`src/rtl/custom_pipelined_unit_pkg.sv`:
```
// Shared definitions for the custom-0 execution unit.
//   CUSTOM0_OPCODE     major opcode recognised by the decode logic
//   custom_fn3_t       operation select carried in the fn3 field
//   custom_stage_t     one execution pipeline stage {valid, id, result}
//   custom_compute()   the single-cycle ALU used by the first stage
package custom_pipelined_unit_pkg;

    localparam logic [6:0] CUSTOM0_OPCODE     = 7'b0001011;
    localparam int         ID_W               = 3;
    localparam int         REGFILE_READ_PORTS = 2;
    localparam int         RS1                = 0;
    localparam int         RS2                = 1;

    typedef logic [ID_W-1:0] id_t;

    typedef enum logic [2:0] {
        FN_ADD  = 3'b000,
        FN_SUB  = 3'b001,
        FN_XOR  = 3'b010,
        FN_SMIN = 3'b011,
        FN_SMAX = 3'b100,
        FN_ROTL = 3'b101,
        FN_UMIN = 3'b110,
        FN_PASS = 3'b111
    } custom_fn3_t;

    typedef struct packed {
        logic        valid;
        id_t         id;
        logic [31:0] result;
    } custom_stage_t;

    function automatic logic [31:0] custom_compute(input logic [2:0]  fn3,
                                                   input logic [31:0] a,
                                                   input logic [31:0] b,
                                                   input logic        rotate_en);
        logic [31:0] r;
        case (custom_fn3_t'(fn3))
            FN_ADD:  r = a + b;
            FN_SUB:  r = a - b;
            FN_XOR:  r = a ^ b;
            FN_SMIN: r = ($signed(a) < $signed(b)) ? a : b;
            FN_SMAX: r = ($signed(a) > $signed(b)) ? a : b;
            // A shift distance of zero gives a >> 32, which is zero, so the
            // rotate degenerates to a plain copy of a as it should.
            FN_ROTL: r = rotate_en ? ((a << b[4:0]) | (a >> (6'd32 - {1'b0, b[4:0]})))
                                   : (a + b);
            FN_UMIN: r = (a < b) ? a : b;
            FN_PASS: r = a;
            default: r = a + b;
        endcase
        return r;
    endfunction

endpackage

```
`src/rtl/custom_pipelined_unit_if.sv`:
```
// Issue / writeback bundle between the core and the custom-0 unit.
//   issue_*, rs1/rs2_data, wb_ack : driven by the core (master)
//   issue_ready, wb_*             : driven by the unit (slave)
interface custom_pipelined_unit_if import custom_pipelined_unit_pkg::*; ();

    logic        issue_new_request;
    id_t         issue_id;
    logic [2:0]  issue_fn3;
    logic [31:0] rs1_data;
    logic [31:0] rs2_data;
    logic        issue_ready;
    logic        wb_done;
    logic [31:0] wb_rd;
    id_t         wb_id;
    logic        wb_ack;

    modport master (
        output issue_new_request, issue_id, issue_fn3, rs1_data, rs2_data, wb_ack,
        input  issue_ready, wb_done, wb_rd, wb_id
    );

    modport slave (
        input  issue_new_request, issue_id, issue_fn3, rs1_data, rs2_data, wb_ack,
        output issue_ready, wb_done, wb_rd, wb_id
    );

endinterface

```
`src/rtl/custom_pipelined_unit_result_fifo.sv`:
```
// Generic circular FIFO holding finished results.
//   clk, rst      clock, synchronous active-high reset (pointers/occupancy only)
//   push_i        write push_data_i at the tail
//   pop_i         advance the head; ignored while empty
//   head_o        entry at the head (valid while count_o != 0)
//   count_o       current occupancy
// DEPTH must be a power of two >= 2 so pointers wrap naturally.
module custom_pipelined_unit_result_fifo #(
    parameter int DATA_WIDTH = 35,
    parameter int DEPTH      = 4
) (
    input  logic                     clk,
    input  logic                     rst,
    input  logic                     push_i,
    input  logic [DATA_WIDTH-1:0]    push_data_i,
    input  logic                     pop_i,
    output logic [DATA_WIDTH-1:0]    head_o,
    output logic [$clog2(DEPTH):0]   count_o
);

    localparam int PW = $clog2(DEPTH);

    logic [DATA_WIDTH-1:0] mem_q [DEPTH];
    logic [PW-1:0]         wr_ptr_q;
    logic [PW-1:0]         rd_ptr_q;
    logic [PW:0]           count_q;
    logic                  pop_ok;

    assign pop_ok = pop_i && (count_q != '0);

    always_ff @(posedge clk) begin
        if (rst) begin
            wr_ptr_q <= '0;
            rd_ptr_q <= '0;
            count_q  <= '0;
        end else begin
            if (push_i) wr_ptr_q <= wr_ptr_q + PW'(1);
            if (pop_ok) rd_ptr_q <= rd_ptr_q + PW'(1);
            count_q <= count_q + {{PW{1'b0}}, push_i} - {{PW{1'b0}}, pop_ok};
        end
    end

    // Storage is left unreset; only occupancy says what is meaningful.
    always_ff @(posedge clk) begin
        if (push_i) mem_q[wr_ptr_q] <= push_data_i;
    end

    assign head_o  = mem_q[rd_ptr_q];
    assign count_o = count_q;

endmodule

```
`src/rtl/custom_pipelined_unit.sv`:
```
// Custom-0 execution unit: decode, fixed-latency ALU pipeline, result FIFO
// and credit-based issue flow control.
//   clk, rst                 clock, synchronous active-high reset
//   decode_instruction       instruction being decoded
//   unit_needed/uses_rs/uses_rd  decode outputs for custom-0
//   bus (slave)              issue request/operands, writeback head/ack
module custom_pipelined_unit import custom_pipelined_unit_pkg::*; #(
    parameter int LATENCY       = 2,
    parameter int RESULT_DEPTH  = 4,
    parameter int ENABLE_ROTATE = 1
) (
    input  logic                          clk,
    input  logic                          rst,
    input  logic [31:0]                   decode_instruction,
    output logic                          unit_needed,
    output logic [REGFILE_READ_PORTS-1:0] uses_rs,
    output logic                          uses_rd,
    custom_pipelined_unit_if.slave        bus
);

    localparam int CW = $clog2(RESULT_DEPTH) + 1;

    // ---------------- decode ----------------
    logic unused_decode_bits;
    assign unused_decode_bits = ^decode_instruction[31:7];

    always_comb begin
        unit_needed  = (decode_instruction[6:0] == CUSTOM0_OPCODE);
        uses_rs      = '0;
        uses_rs[RS1] = unit_needed;
        uses_rs[RS2] = unit_needed;
        uses_rd      = unit_needed;
    end

    // ---------------- execution pipeline ----------------
    custom_stage_t stage_q [LATENCY];

    always_ff @(posedge clk) begin
        if (rst) begin
            stage_q[0].valid <= 1'b0;
        end else begin
            stage_q[0] <= '{valid:  bus.issue_new_request,
                            id:     bus.issue_id,
                            result: custom_compute(bus.issue_fn3, bus.rs1_data,
                                                   bus.rs2_data, ENABLE_ROTATE != 0)};
        end
    end

    // Remaining stages only delay; the pipeline never stalls because credits
    // guarantee the FIFO has room for everything in flight.
    generate
        for (genvar gi = 1; gi < LATENCY; gi++) begin : g_delay
            always_ff @(posedge clk) begin
                if (rst) stage_q[gi].valid <= 1'b0;
                else     stage_q[gi]       <= stage_q[gi-1];
            end
        end
    endgenerate

    // ---------------- result FIFO ----------------
    logic                   pop;
    logic [ID_W+31:0]       fifo_head;
    logic [CW-1:0]          fifo_count;

    assign pop = bus.wb_ack && bus.wb_done;

    custom_pipelined_unit_result_fifo #(
        .DATA_WIDTH (ID_W + 32),
        .DEPTH      (RESULT_DEPTH)
    ) u_fifo (
        .clk         (clk),
        .rst         (rst),
        .push_i      (stage_q[LATENCY-1].valid),
        .push_data_i ({stage_q[LATENCY-1].id, stage_q[LATENCY-1].result}),
        .pop_i       (pop),
        .head_o      (fifo_head),
        .count_o     (fifo_count)
    );

    assign bus.wb_done = (fifo_count != '0);
    assign {bus.wb_id, bus.wb_rd} = fifo_head;

    // ---------------- credits ----------------
    // Counts everything issued but not yet consumed, so a pipeline push can
    // never find the FIFO full.
    logic [CW-1:0] credit_q;
    logic [CW-1:0] credit_d;

    always_comb begin
        credit_d = credit_q;
        case ({bus.issue_new_request, pop})
            2'b10:   credit_d = credit_q + CW'(1);
            2'b01:   credit_d = credit_q - CW'(1);
            default: credit_d = credit_q;
        endcase
    end

    always_ff @(posedge clk) begin
        if (rst) credit_q <= '0;
        else     credit_q <= credit_d;
    end

    assign bus.issue_ready = (credit_q < CW'(RESULT_DEPTH));

    issue_without_credit: assert property (@(posedge clk) disable iff (rst)
        !(bus.issue_new_request && !bus.issue_ready));

endmodule
```
`src/flat_wrapper.sv`:
```
// flat-port wrapper written by rule: the top's interface ports become plain ports
module custom_pipelined_unit_flat import custom_pipelined_unit_pkg::*;
#(
    parameter int LATENCY       = 2,
    parameter int RESULT_DEPTH  = 4,
    parameter int ENABLE_ROTATE = 1
)
  (clk, rst, decode_instruction, unit_needed, uses_rs, uses_rd, bus_issue_new_request, bus_issue_id, bus_issue_fn3, bus_rs1_data, bus_rs2_data, bus_wb_ack, bus_issue_ready, bus_wb_done, bus_wb_rd, bus_wb_id);
  custom_pipelined_unit_if bus_i ();
  input  logic clk;
  input  logic rst;
  input  logic [31:0] decode_instruction;
  output logic unit_needed;
  output logic [REGFILE_READ_PORTS-1:0] uses_rs;
  output logic uses_rd;
  input wire logic [$bits(bus_i.issue_new_request)-1:0] bus_issue_new_request;
  input wire logic [$bits(bus_i.issue_id)-1:0] bus_issue_id;
  input wire logic [$bits(bus_i.issue_fn3)-1:0] bus_issue_fn3;
  input wire logic [$bits(bus_i.rs1_data)-1:0] bus_rs1_data;
  input wire logic [$bits(bus_i.rs2_data)-1:0] bus_rs2_data;
  input wire logic [$bits(bus_i.wb_ack)-1:0] bus_wb_ack;
  output wire logic [$bits(bus_i.issue_ready)-1:0] bus_issue_ready;
  output wire logic [$bits(bus_i.wb_done)-1:0] bus_wb_done;
  output wire logic [$bits(bus_i.wb_rd)-1:0] bus_wb_rd;
  output wire logic [$bits(bus_i.wb_id)-1:0] bus_wb_id;
  assign bus_i.issue_new_request = bus_issue_new_request;
  assign bus_i.issue_id = bus_issue_id;
  assign bus_i.issue_fn3 = bus_issue_fn3;
  assign bus_i.rs1_data = bus_rs1_data;
  assign bus_i.rs2_data = bus_rs2_data;
  assign bus_i.wb_ack = bus_wb_ack;
  assign bus_issue_ready = bus_i.issue_ready;
  assign bus_wb_done = bus_i.wb_done;
  assign bus_wb_rd = bus_i.wb_rd;
  assign bus_wb_id = bus_i.wb_id;
  custom_pipelined_unit #(.LATENCY(LATENCY), .RESULT_DEPTH(RESULT_DEPTH), .ENABLE_ROTATE(ENABLE_ROTATE)) u_core (.clk(clk), .rst(rst), .decode_instruction(decode_instruction), .unit_needed(unit_needed), .uses_rs(uses_rs), .uses_rd(uses_rd), .bus(bus_i));
endmodule
```
`config.mk`:
```
export PLATFORM = sky130hd
export DESIGN_NAME = custom_pipelined_unit_flat
export DESIGN_NICKNAME = d
export VERILOG_FILES = /design/src/rtl/custom_pipelined_unit_pkg.sv /design/src/rtl/custom_pipelined_unit_if.sv /design/src/rtl/custom_pipelined_unit_result_fifo.sv /design/src/rtl/custom_pipelined_unit.sv /design/src/flat_wrapper.sv
export SDC_FILE = /design/constraint.sdc
export NUM_CORES = 1
export LEC_CHECK = 0
export CAP_MARGIN = 20
export CORE_MARGIN = 2
export CORE_UTILIZATION = 38
export DETAILED_ROUTE_END_ITERATION = 7
export SYNTH_ARGS = -nofsm -noshare
export SYNTH_HDL_FRONTEND = slang
export SYNTH_SLANG_ARGS = --single-unit
```
`constraint.sdc`:
```
create_clock -name clk -period 13 [get_ports clk]
set_input_delay 2.6 -clock clk [delete_from_list [all_inputs] [get_ports clk]]
set_output_delay 2.6 -clock clk [all_outputs]
set_load 0.01 [all_outputs]
```
==> After elaboration in Yosys (flattened, before gate mapping) <==
Memories as Yosys holds them, arrays and structs flattened. A register that Yosys moved wholly into a read port is not among the register bits.
Cells that the tools add are included.
Widths: inputs -> output; s select.
{ "totals": {"word_cells": 55, "rom_bits": 0, "mem_count": 2, "ram_bits": 212, "reg_bits": 10, "in_bits": 106, "out_inout_bits": 41, "latch_bits": 0} }
{ "mem_list": {"columns": ["memory", "depth", "word_bits", "read_ports", "rd_ports_with_merged_regs", "write_ports", "line_no", "rtl"], "rows": [
  ["u_core.u_fifo.mem_q", 4, 35, 1, 1, 1, "custom_pipelined_unit_result_fifo.sv:23", "logic [DATA_WIDTH-1:0] mem_q [DEPTH];"],
  ["u_core.stage_q", 2, 36, 2, 0, 2, "custom_pipelined_unit.sv:36", "custom_stage_t stage_q [LATENCY];"]
]} }
{ "classes": {"reduce_logical": 5, "order_cmp": 4, "n_mul": 0, "n_eq_ne": 10, "n_div": 0, "n_mux": 15, "n_addsub": 9, "bitwise": 4, "shifts": 2} }
{ "op_table": {"columns": ["cell", "n"], "rows": [
  ["$pmux 32 s8", 1],
  ["$mux 32", 4],
  ["$lt 32x32->1", 2],
  ["$add 32x32->32", 1],
  ["$gt 32x32->1", 1],
  ["$or 32x32->32", 1],
  ["$shl 32x5->32", 1],
  ["$shr 32x6->32", 1],
  ["$sub 32x32->32", 1],
  ["$xor 32x32->32", 1],
  ["$eq 3x3->1 const B", 4],
  ["$eq 7x4->1 const B", 1],
  ["$mux 1", 7],
  ["$eq 3x2->1 const B", 2],
  ["$pmux 3 s2", 1],
  ["$sub 6x5->6 const A", 1],
  ["$add 2x1->2 const B", 2],
  ["$mux 2", 2],
  ["$add 3x1->3", 1],
  ["$add 3x1->3 const B", 1],
  ["$eq 3x1->1 const B", 1],
  ["$logic_not 3->1", 1],
  ["$lt 3x3->1 const B", 1],
  ["$reduce_bool 3->1", 1],
  ["other kinds (7)", 9]
]} }

==> Logic depth before layout (Yosys ltp) <==
Gate-level depths: netlist of the first run.
{ "depth": {"word_depth": 5, "ltp_mapped": 18} }

==> Hierarchy <==
Synthesis of the first run repeated with hierarchy kept, for this count alone.
{ "unflattened": {"cells_unflattened": 1555, "area_unflattened_um2": 15832.7} }
{ "modules_own_cells": {"columns": ["module", "cells_per_inst", "instances", "area_each_um2", "seq_area_each_um2"], "rows": [
  ["custom_pipelined_unit", 1328, 1, 10266.1, 2202.1],
  ["custom_pipelined_unit_result_fifo", 227, 1, 5566.6, 4384.2]
]} }

==> Least setup slack after synthesis of the first run <==
OpenSTA, ideal clock, no wires.
{ "synth_timing": {"kind": "input to output", "startpoint": "input port decode_instruction[5]", "endpoint": "output port uses_rd", "arrival_time_ns": 3.934, "n_path_buf": 1, "stages": 3, "t_required_ns": 10.400, "slack_ns": 6.466, "cell_sequence": "or4b_2 nor3_1 buf_4"} }
{ "synth_between": {"elab_chain_len": 1} }
{ "synth_rtl": {"columns": ["item", "line_no", "rtl"], "rows": [
  ["start: declaration", "flat_wrapper.sv:12", "input logic [31:0] decode_instruction;"],
  ["$eq 7x4->1", "custom_pipelined_unit.sv:28", "unit_needed = (decode_instruction[6:0] == CUSTOM0_OPCODE);"],
  ["end: declaration", "flat_wrapper.sv:15", "output logic uses_rd;"]
]} }
Every way passes these cells.

==> results.rst, run 1 <==
.. list-table::
   :header-rows: 1

   * - Metric
     - Value
   * - Result of the run
     - complete, no violations
   * - Core area
     - 0.04195 sq mm
   * - Maximum number of pins on one net before global-route repair
     - between 70 and 80
   * - Sequential-to-total area share from yosys stat
     - roughly two fifths
   * - Global-route wire length before repair
     - approximately 76000 um
   * - Starting Density
     - 38.45%
   * - Library cell occupying the most area in the post-synthesis netlist
     - sky130_fd_sc_hd__edfxtp_1
   * - Launching element of the worst setup path
     - bus_rs2_data[4]
   * - CTS HTree Levels
     - 1
   * - Inserted Clock Buffers
     - 21
   * - Critical path destination
     - u_core.stage_q[0][5]
   * - Post-detailed-route via-to-cell ratio
     - 6.084
   * - Cell count after placement
     - roughly 2200
   * - Clock period minus final worst setup slack
     - 7.388 ns
   * - Fillers
     - roughly 3900
   * - Setup clock skew after layout
     - approximately 0.0080 ns
   * - RSZ-0062 raised after global routing
     - no
   * - Start-to-end type of the worst setup path
     - in -> reg
   * - Top-Level Pins
     - ~150
   * - Cells after synthesis
     - about 1600
   * - Leading register cell type out of synthesis
     - sky130_fd_sc_hd__edfxtp_1
   * - Post-synthesis register bit count
     - 224
   * - Arrival time reported for the critical path endpoint
     - approximately 7.6 ns
   * - Via count
     - between 10000 and 15000
   * - Number of enable-type register cells in the synthesized netlist
     - 210
   * - Number of buffers inserted for hold repair after clock tree synthesis
     - 0
   * - Count of final max-slew check failures
     - 0
   * - Wirelength, routed
     - between 40000 and 50000 um
   * - CP peak stage delay
     - around 0.82 ns
   * - I/O Buffers
     - between 100 and 150
   * - Worst-case register-to-register setup slack
     - ~11 ns
   * - Number of cells on the critical path
     - 15
   * - Final Hold Vio Count
     - 0
   * - Total Die Area
     - ~0.044 sq mm
   * - Top-count cell post-synth
     - sky130_fd_sc_hd__edfxtp_1
   * - Antenna diode instance count
     - 0
   * - Maximum fanout encountered on the critical timing path
     - 47
   * - Maximum buffer depth of the clock tree
     - 3
   * - P_leak
     - roughly 6.7 nW
   * - Last weighted congestion value of the routability-driven placer
     - 0.9713
   * - Synth cell count leaders
     - 210 x sky130_fd_sc_hd__edfxtp_1, 139 x sky130_fd_sc_hd__nand2_1, 136 x sky130_fd_sc_hd__nor2_1
   * - Area growth from synthesis to layout
     - 14.78%
   * - Wire length per cell
     - around 22 um
   * - Setup_tns
     - 0 ns
   * - Most common cell on crit path
     - sky130_fd_sc_hd__buf_4
   * - Relative slew slack
     - ~29%
   * - Post-route clock period utilization
     - 56.83%
   * - Area share of the leading cell type in the synthesized netlist
     - 39.10%
   * - Post-CTS repair timing setup buffer count
     - 0
   * - Areal power density over the cells
     - 121.4 mW/mm^2
   * - Area of all placed cells without fillers
     - approximately 0.019 sq mm
   * - Remaining design rule violation count
     - 0
   * - Root cell of the clock tree
     - sky130_fd_sc_hd__clkbuf_16
   * - First drt pass iteration count
     - 6
   * - Syn Std Cell Area
     - roughly 0.016 sq mm
   * - Via count of the first global-routing pass
     - 12830
   * - Non-filler cells, final
     - 2214
   * - Remaining global-route overflow
     - 0
   * - Fmax
     - 135.4 MHz
   * - Overall track demand over capacity in global routing
     - between 20 and 25%
   * - Total power draw
     - 0.002247 W
   * - Detailed-placement wirelength estimate
     - 35980 um
   * - Required time reported for the critical path endpoint
     - 13.21 ns
   * - Average cell area after synthesis
     - about 10 sq um
   * - Yosys warnings
     - 0
   * - Slew @ Worst Pin
     - 1.062 ns
   * - Unique masters post-synth
     - between 90 and 100
   * - Initial antenna violation count
     - 0
   * - # Max-Cap Violations
     - 0
   * - Synth async-reset ratio
     - 0%
   * - Cell breakdown of the critical path
     - clkdlybuf4s50_1 > buf_4 > inv_1 > ha_1 > nand4_1 > a21oi_1 > o21ai_0 > a21oi_2 > o21ai_4 > xnor2_2 > o31ai_1 > a21boi_0 > buf_4 > nand2b_1 > nand3_1
   * - Tightest Hold Check Type
     - reg -> reg
   * - CTS tree
     - yes
   * - Share of final-layout standard cells stronger than drive strength 1
     - a little under an eighth
   * - Clk Latency, worst-skew pair
     - about 0.49 ns
   * - Top cell family by delay on the critical path
     - compound AO/OA/AOI/OAI gates
   * - Capturing element type of the critical path
     - register
   * - Count of final setup violators
     - 0
   * - Number of placement rows
     - 75
   * - Antenna Nets Post-Route
     - 0
   * - DIE HEIGHT
     - about 210 um
   * - Cell with the largest stage delay on the worst path
     - sky130_fd_sc_hd__a21boi_0
   * - Reg-to-reg startpoint
     - u_core.u_fifo.count_o[1]
   * - Detailed router's first-iteration violation count
     - about 1400
   * - Total clock sinks
     - around 220
   * - Worst-case vdd ir drop
     - 0.0001205 V
   * - Top cells by area, synth
     - sky130_fd_sc_hd__edfxtp_1 39%, sky130_fd_sc_hd__mux4_2 8.2%, sky130_fd_sc_hd__ha_1 5.6%
   * - Hold Worst Slack
     - between 0.4 and 0.5 ns
   * - Reg clk slew, reported paths
     - ~0.060 ns
   * - Overall die width
     - between 200 and 250 um
   * - Net count after synthesis
     - between 1500 and 2000
   * - Net count, final
     - 1843
   * - Number of cells upsized or downsized after cts
     - 0
   * - Placement Cell Area
     - 0.01784 sq mm
   * - Count of buffering cells on the critical path with inverters included
     - 4
   * - Number of cells traversed by the worst register-to-register path
     - 10
   * - Crit start category
     - primary input
   * - Reg-to-reg endpoint
     - u_core.u_fifo.count_o[2]
==> registers in the layout, summed over array words and instances, names as in the netlist, named ones only <==
name                    count
u_core.u_fifo.mem_q       140
u_core.stage_q             72
u_core.credit_q             3
u_core.u_fifo.count_o       3
u_core.u_fifo.rd_ptr_q      2
u_core.u_fifo.wr_ptr_q      2
==> cell families (layout without fill, tap and decap cells) <==
family	Yosys count	after routing	share of synthesized area, %
AOI/OAI and AO/OA	490	490	20.33
and+or+nand+nor	431	431	12.30
DFF	224	224	40.84
buffers and inverters	194	280	5.043
muxes	153	153	14.21
adders and majority gates	76	76	6.083
xor gates and xnor gates	21	21	1.187
==> worst register-to-register path, cell delays in order, from the launching register on <==
cell                      delay [ns]
sky130_fd_sc_hd__dfxtp_1        0.35
sky130_fd_sc_hd__or3_1          0.39
sky130_fd_sc_hd__and2_1         0.21
sky130_fd_sc_hd__ha_1           0.27
sky130_fd_sc_hd__inv_1          0.05
sky130_fd_sc_hd__ha_1           0.13
sky130_fd_sc_hd__inv_1          0.05
sky130_fd_sc_hd__fa_1           0.39
sky130_fd_sc_hd__xor2_1         0.17
sky130_fd_sc_hd__xnor2_1        0.14
sky130_fd_sc_hd__nor2_1         0.05
==> where the power goes <==
| part | leakage (nW) | total [W] | switching, W | internal (W) |
|---|---|---|---|---|
| registers | 2.06 | 0.000876 | 0.0000227 | 0.000854 |
| logic | 4.32 | 0.000778 | 0.000430 | 0.000347 |
| clock network | 0.320 | 0.000594 | 0.000254 | 0.000340 |
| total | 6.71 | 0.00225 | 0.000707 | 0.00154 |
==> layout make-up <==
cell class / count / area, sq um / share of cell area, %
Multi-Input combinational cell: 1171 / 8756 / 47.30
Sequential cell: 224 / 6588 / 35.59
Timing Repair Buffer: 164 / 1524 / 8.233
Tap cell: 539 / 674.4 / 3.643
Clock buffer: 23 / 533.0 / 2.880
Inverter: 79 / 296.5 / 1.602
Clock inverter: 14 / 138.9 / 0.7503
==> cell usage in the layout (no fill, tap or decap), types with 8 or more instances in the layout <==
cell type                           n
sky130_fd_sc_hd__a211oi_1          30
sky130_fd_sc_hd__a21o_1            18
sky130_fd_sc_hd__a21oi_1          130
sky130_fd_sc_hd__a221o_1           13
sky130_fd_sc_hd__a221oi_1          19
sky130_fd_sc_hd__a22oi_1            9
sky130_fd_sc_hd__a31oi_1           19
sky130_fd_sc_hd__and2_1            10
sky130_fd_sc_hd__buf_4             43
sky130_fd_sc_hd__clkbuf_16         21
sky130_fd_sc_hd__clkdlybuf4s50_1  119
sky130_fd_sc_hd__dfxtp_1           13
sky130_fd_sc_hd__edfxtp_1         210
sky130_fd_sc_hd__ha_1              72
sky130_fd_sc_hd__inv_1             75
sky130_fd_sc_hd__mux2_2            18
sky130_fd_sc_hd__mux2i_1           76
sky130_fd_sc_hd__mux4_2            59
sky130_fd_sc_hd__nand2_1          139
sky130_fd_sc_hd__nand2b_1          17
sky130_fd_sc_hd__nand3_1           28
sky130_fd_sc_hd__nand4_1           13
sky130_fd_sc_hd__nor2_1           136
sky130_fd_sc_hd__nor2b_1           14
sky130_fd_sc_hd__nor3_1            28
sky130_fd_sc_hd__o211ai_1          17
sky130_fd_sc_hd__o21a_1            11
sky130_fd_sc_hd__o21ai_0           97
sky130_fd_sc_hd__o21ai_1            8
sky130_fd_sc_hd__o21bai_1          11
sky130_fd_sc_hd__o221ai_1           8
sky130_fd_sc_hd__o22ai_1           29
sky130_fd_sc_hd__or3_1              9
sky130_fd_sc_hd__xnor2_1           12
==> routing by layer <==
metal	share of wire, %	vias to the layer above	global-route usage [%]
met4	2.4	0	6.065
met3	5.3	86	1.818
met1	45	6679	31.35
met5	0	-	0
li1	-	6213	-
met2	47	491	36.35
==> worst min-delay path by stage <==
stage / slack [ns] / to / cells past startpoint / from
floorplan: 0.40 / u_core.stage_q[1][0] / 0 / u_core.stage_q[0][0]
global placement: 0.40 / u_core.stage_q[1][18] / 0 / u_core.stage_q[0][18]
detailed placement: 0.40 / u_core.stage_q[1][0] / 0 / u_core.stage_q[0][0]
CTS: 0.42 / u_core.stage_q[1][11] / 0 / u_core.stage_q[0][11]
global route: 0.42 / u_core.stage_q[1][8] / 0 / u_core.stage_q[0][8]
finish: 0.42 / u_core.stage_q[1][17] / 0 / u_core.stage_q[0][17]
==> metrics by stage <==
step                      utilization [%]  setup WS, ns
after floorplan                         -         6.466
after detailed placement            42.53         5.120
after global routing                44.13         5.300
after global placement              42.53         5.119
final                               44.13         5.612
after CTS                           44.13         5.606
Power figures use the tool's default switching activity.
==> run 2, diff against run 1 <==
Clock period 13 ns to 6.65 ns, I/O delays scaled along.
==> results.rst, run 2 (synthesis gave the netlist of run 1 again) <==
.. list-table::
   :header-rows: 1

   * - Metric
     - Value
   * - Number of placement rows
     - between 70 and 80
   * - Number of cells traversed by the worst register-to-register path
     - 10
   * - Hold Path Sink
     - u_core.stage_q[1][9]
   * - Worst-case vdd ir drop
     - between 0.00015 and 0.0002 V
   * - Final Hold Vio Count
     - 0
   * - Number of flip-flops in the largest register
     - 140
   * - Top-Level Pins
     - between 100 and 150
   * - Count of final setup violators
     - 0
   * - Cell count after placement
     - around 2200
   * - Detailed-placement wirelength estimate
     - ~38000 um
   * - Detailed router's first-iteration violation count
     - around 1300
   * - Launching element of the worst setup path
     - bus_rs1_data[23]
   * - Result of the run
     - complete, no violations
   * - RSZ-0062 raised after global routing
     - no
   * - CTS tree
     - yes
   * - Number of cells upsized or downsized after cts
     - 0
   * - Count of final max-slew check failures
     - 0
   * - Total clock sinks
     - 224
   * - Worst hold path depth
     - 0
   * - Post-detailed-route via-to-cell ratio
     - 6.055
   * - Regs by FF count
     - u_core.u_fifo.mem_q x140, u_core.stage_q x72
   * - Most flop-heavy register
     - u_core.u_fifo.mem_q
   * - Remaining design rule violation count
     - 0
   * - Fillers
     - around 4000
   * - Non-filler cells, final
     - about 2200
   * - Post-route clock period utilization
     - around 80%
   * - Clk Latency, worst-skew pair
     - 0.48 ns
   * - Antenna diode instance count
     - 0
   * - P_leak
     - ~6.8 nW
   * - Total Die Area
     - roughly 0.044 sq mm
   * - Via count
     - 13510
   * - Slew @ Worst Pin
     - approximately 1.0 ns
   * - Maximum buffer depth of the clock tree
     - 3
   * - Crit start category
     - primary input
   * - First drt pass iteration count
     - 6
   * - Required time reported for the critical path endpoint
     - between 6 and 7 ns
   * - Core area
     - 0.04195 sq mm
   * - Root cell of the clock tree
     - sky130_fd_sc_hd__clkbuf_16
   * - # Max-Cap Violations
     - 0
   * - Initial antenna violation count
     - 0
   * - Maximum fanout encountered on the critical timing path
     - 14
   * - Wire length per cell
     - approximately 23 um
   * - Commonest non-fill, non-tap cell in the layout
     - sky130_fd_sc_hd__edfxtp_1
   * - Setup clock skew after layout
     - between 0.007 and 0.008 ns
   * - Last weighted congestion value of the routability-driven placer
     - 0.9629
   * - Number of buffers inserted for hold repair after clock tree synthesis
     - 0
   * - Areal power density over the cells
     - 231.0 mW/mm^2
   * - CTS HTree Levels
     - 1
   * - Overall track demand over capacity in global routing
     - between 20% and 30%
   * - Worst-case register-to-register setup slack
     - approximately 4.3 ns
   * - Start-to-end type of the worst setup path
     - in -> reg
   * - Reg-to-reg endpoint
     - u_core.u_fifo.count_o[2]
   * - Reg-to-reg startpoint
     - u_core.u_fifo.count_o[1]
   * - Net count, final
     - around 1900
   * - Starting Density
     - 38.45%
   * - Commonest cells after routing, fill and taps aside
     - 210 x sky130_fd_sc_hd__edfxtp_1, 139 x sky130_fd_sc_hd__nand2_1, 136 x sky130_fd_sc_hd__nor2_1
   * - Fmax
     - 186.4 MHz
   * - Placement Cell Area
     - 0.01799 sq mm
   * - Clock period minus final worst setup slack
     - between 5 and 6 ns
   * - DIE HEIGHT
     - ~210 um
   * - Area growth from synthesis to layout
     - 15.20%
   * - Antenna Nets Post-Route
     - 0
   * - Relative slew slack
     - 32.07%
   * - Tightest Hold Check Type
     - reg -> reg
   * - Start point of the worst min-delay path
     - u_core.stage_q[0][9]
   * - Setup_tns
     - 0 ns
   * - I/O Buffers
     - 121
   * - Overall die width
     - roughly 210 um
   * - Inserted Clock Buffers
     - 20
   * - Capturing element type of the critical path
     - register
   * - Arrival time reported for the critical path endpoint
     - 5.56 ns
   * - Global-route wire length before repair
     - between 70000 and 80000 um
   * - Via count of the first global-routing pass
     - 13020
   * - Wirelength, routed
     - roughly 51000 um
   * - Remaining global-route overflow
     - 0
   * - Share of final-layout standard cells stronger than drive strength 1
     - 12.40%
   * - Reg clk slew, reported paths
     - roughly 0.06 ns
   * - Maximum number of pins on one net before global-route repair
     - 47
   * - Post-CTS repair timing setup buffer count
     - 0
   * - Area of all placed cells without fillers
     - 0.01858 sq mm
==> run 2: worst max-delay path by stage <==
| stage | to | cells after the start |
|---|---|---|
| CTS | u_core.stage_q[0][29] | 13 |
| floorplan | u_core.stage_q[0][30] | 16 |
| global route | u_core.stage_q[0][28] | 13 |
| global placement | u_core.stage_q[0][29] | 13 |
| finish | u_core.stage_q[0][29] | 13 |
| detailed placement | u_core.stage_q[0][29] | 13 |
==> run 2: area by class of cell <==
type | instances | area (sq um) | area share, %
Multi-Input combinational cell | 1171 | 8747 | 47.08
Sequential cell | 224 | 6588 | 35.46
Timing Repair Buffer | 186 | 1689 | 9.092
Tap cell | 539 | 674.4 | 3.630
Clock buffer | 26 | 544.3 | 2.930
Inverter | 79 | 296.5 | 1.596
Clock inverter | 7 | 38.79 | 0.2088
==> run 2: metrics by stage <==
stage	setup WS, ns	hold slack, ns	utilization [%]	total power (W)
after global routing	1.135	0.4229	44.29	0.004514
final	1.285	0.4155	44.29	0.004291
after detailed placement	0.9079	0.4045	42.90	0.003278
after floorplan	1.790	0.4003	-	0.002710
after CTS	1.405	0.4182	44.29	0.004321
after global placement	0.9356	0.4009	42.90	0.003264
==> run 2: routing by layer <==
layer | routed length, um | share of wire [%] | global-route usage (%)
met5 | 0 | 0 | 0
met4 | 1442 | 2.8 | 6.407
met3 | 3514 | 6.9 | 2.324
met2 | 23760 | 47 | 37.64
met1 | 22000 | 43 | 31.72
==> run 2: power by group <==
part           leakage, nW  total, W  internal, W  switching (W)
Combinational         4.42   0.00154     0.000690       0.000852
Clock                0.286   0.00104     0.000577       0.000459
Sequential            2.06   0.00171      0.00167      0.0000448
Total                 6.77   0.00429      0.00294        0.00136
==> run 2: worst max-delay path, stage by stage <==
cell	delay (ns)
sky130_fd_sc_hd__clkdlybuf4s50_1	0.76
sky130_fd_sc_hd__ha_1	0.45
sky130_fd_sc_hd__a21o_1	0.22
sky130_fd_sc_hd__a31oi_1	0.20
sky130_fd_sc_hd__o22ai_1	0.15
sky130_fd_sc_hd__or3_1	0.42
sky130_fd_sc_hd__o21ai_4	0.21
sky130_fd_sc_hd__buf_4	0.23
sky130_fd_sc_hd__mux2i_1	0.28
sky130_fd_sc_hd__o211ai_2	0.37
sky130_fd_sc_hd__buf_4	0.37
sky130_fd_sc_hd__a221oi_1	0.35
sky130_fd_sc_hd__o211ai_1	0.19
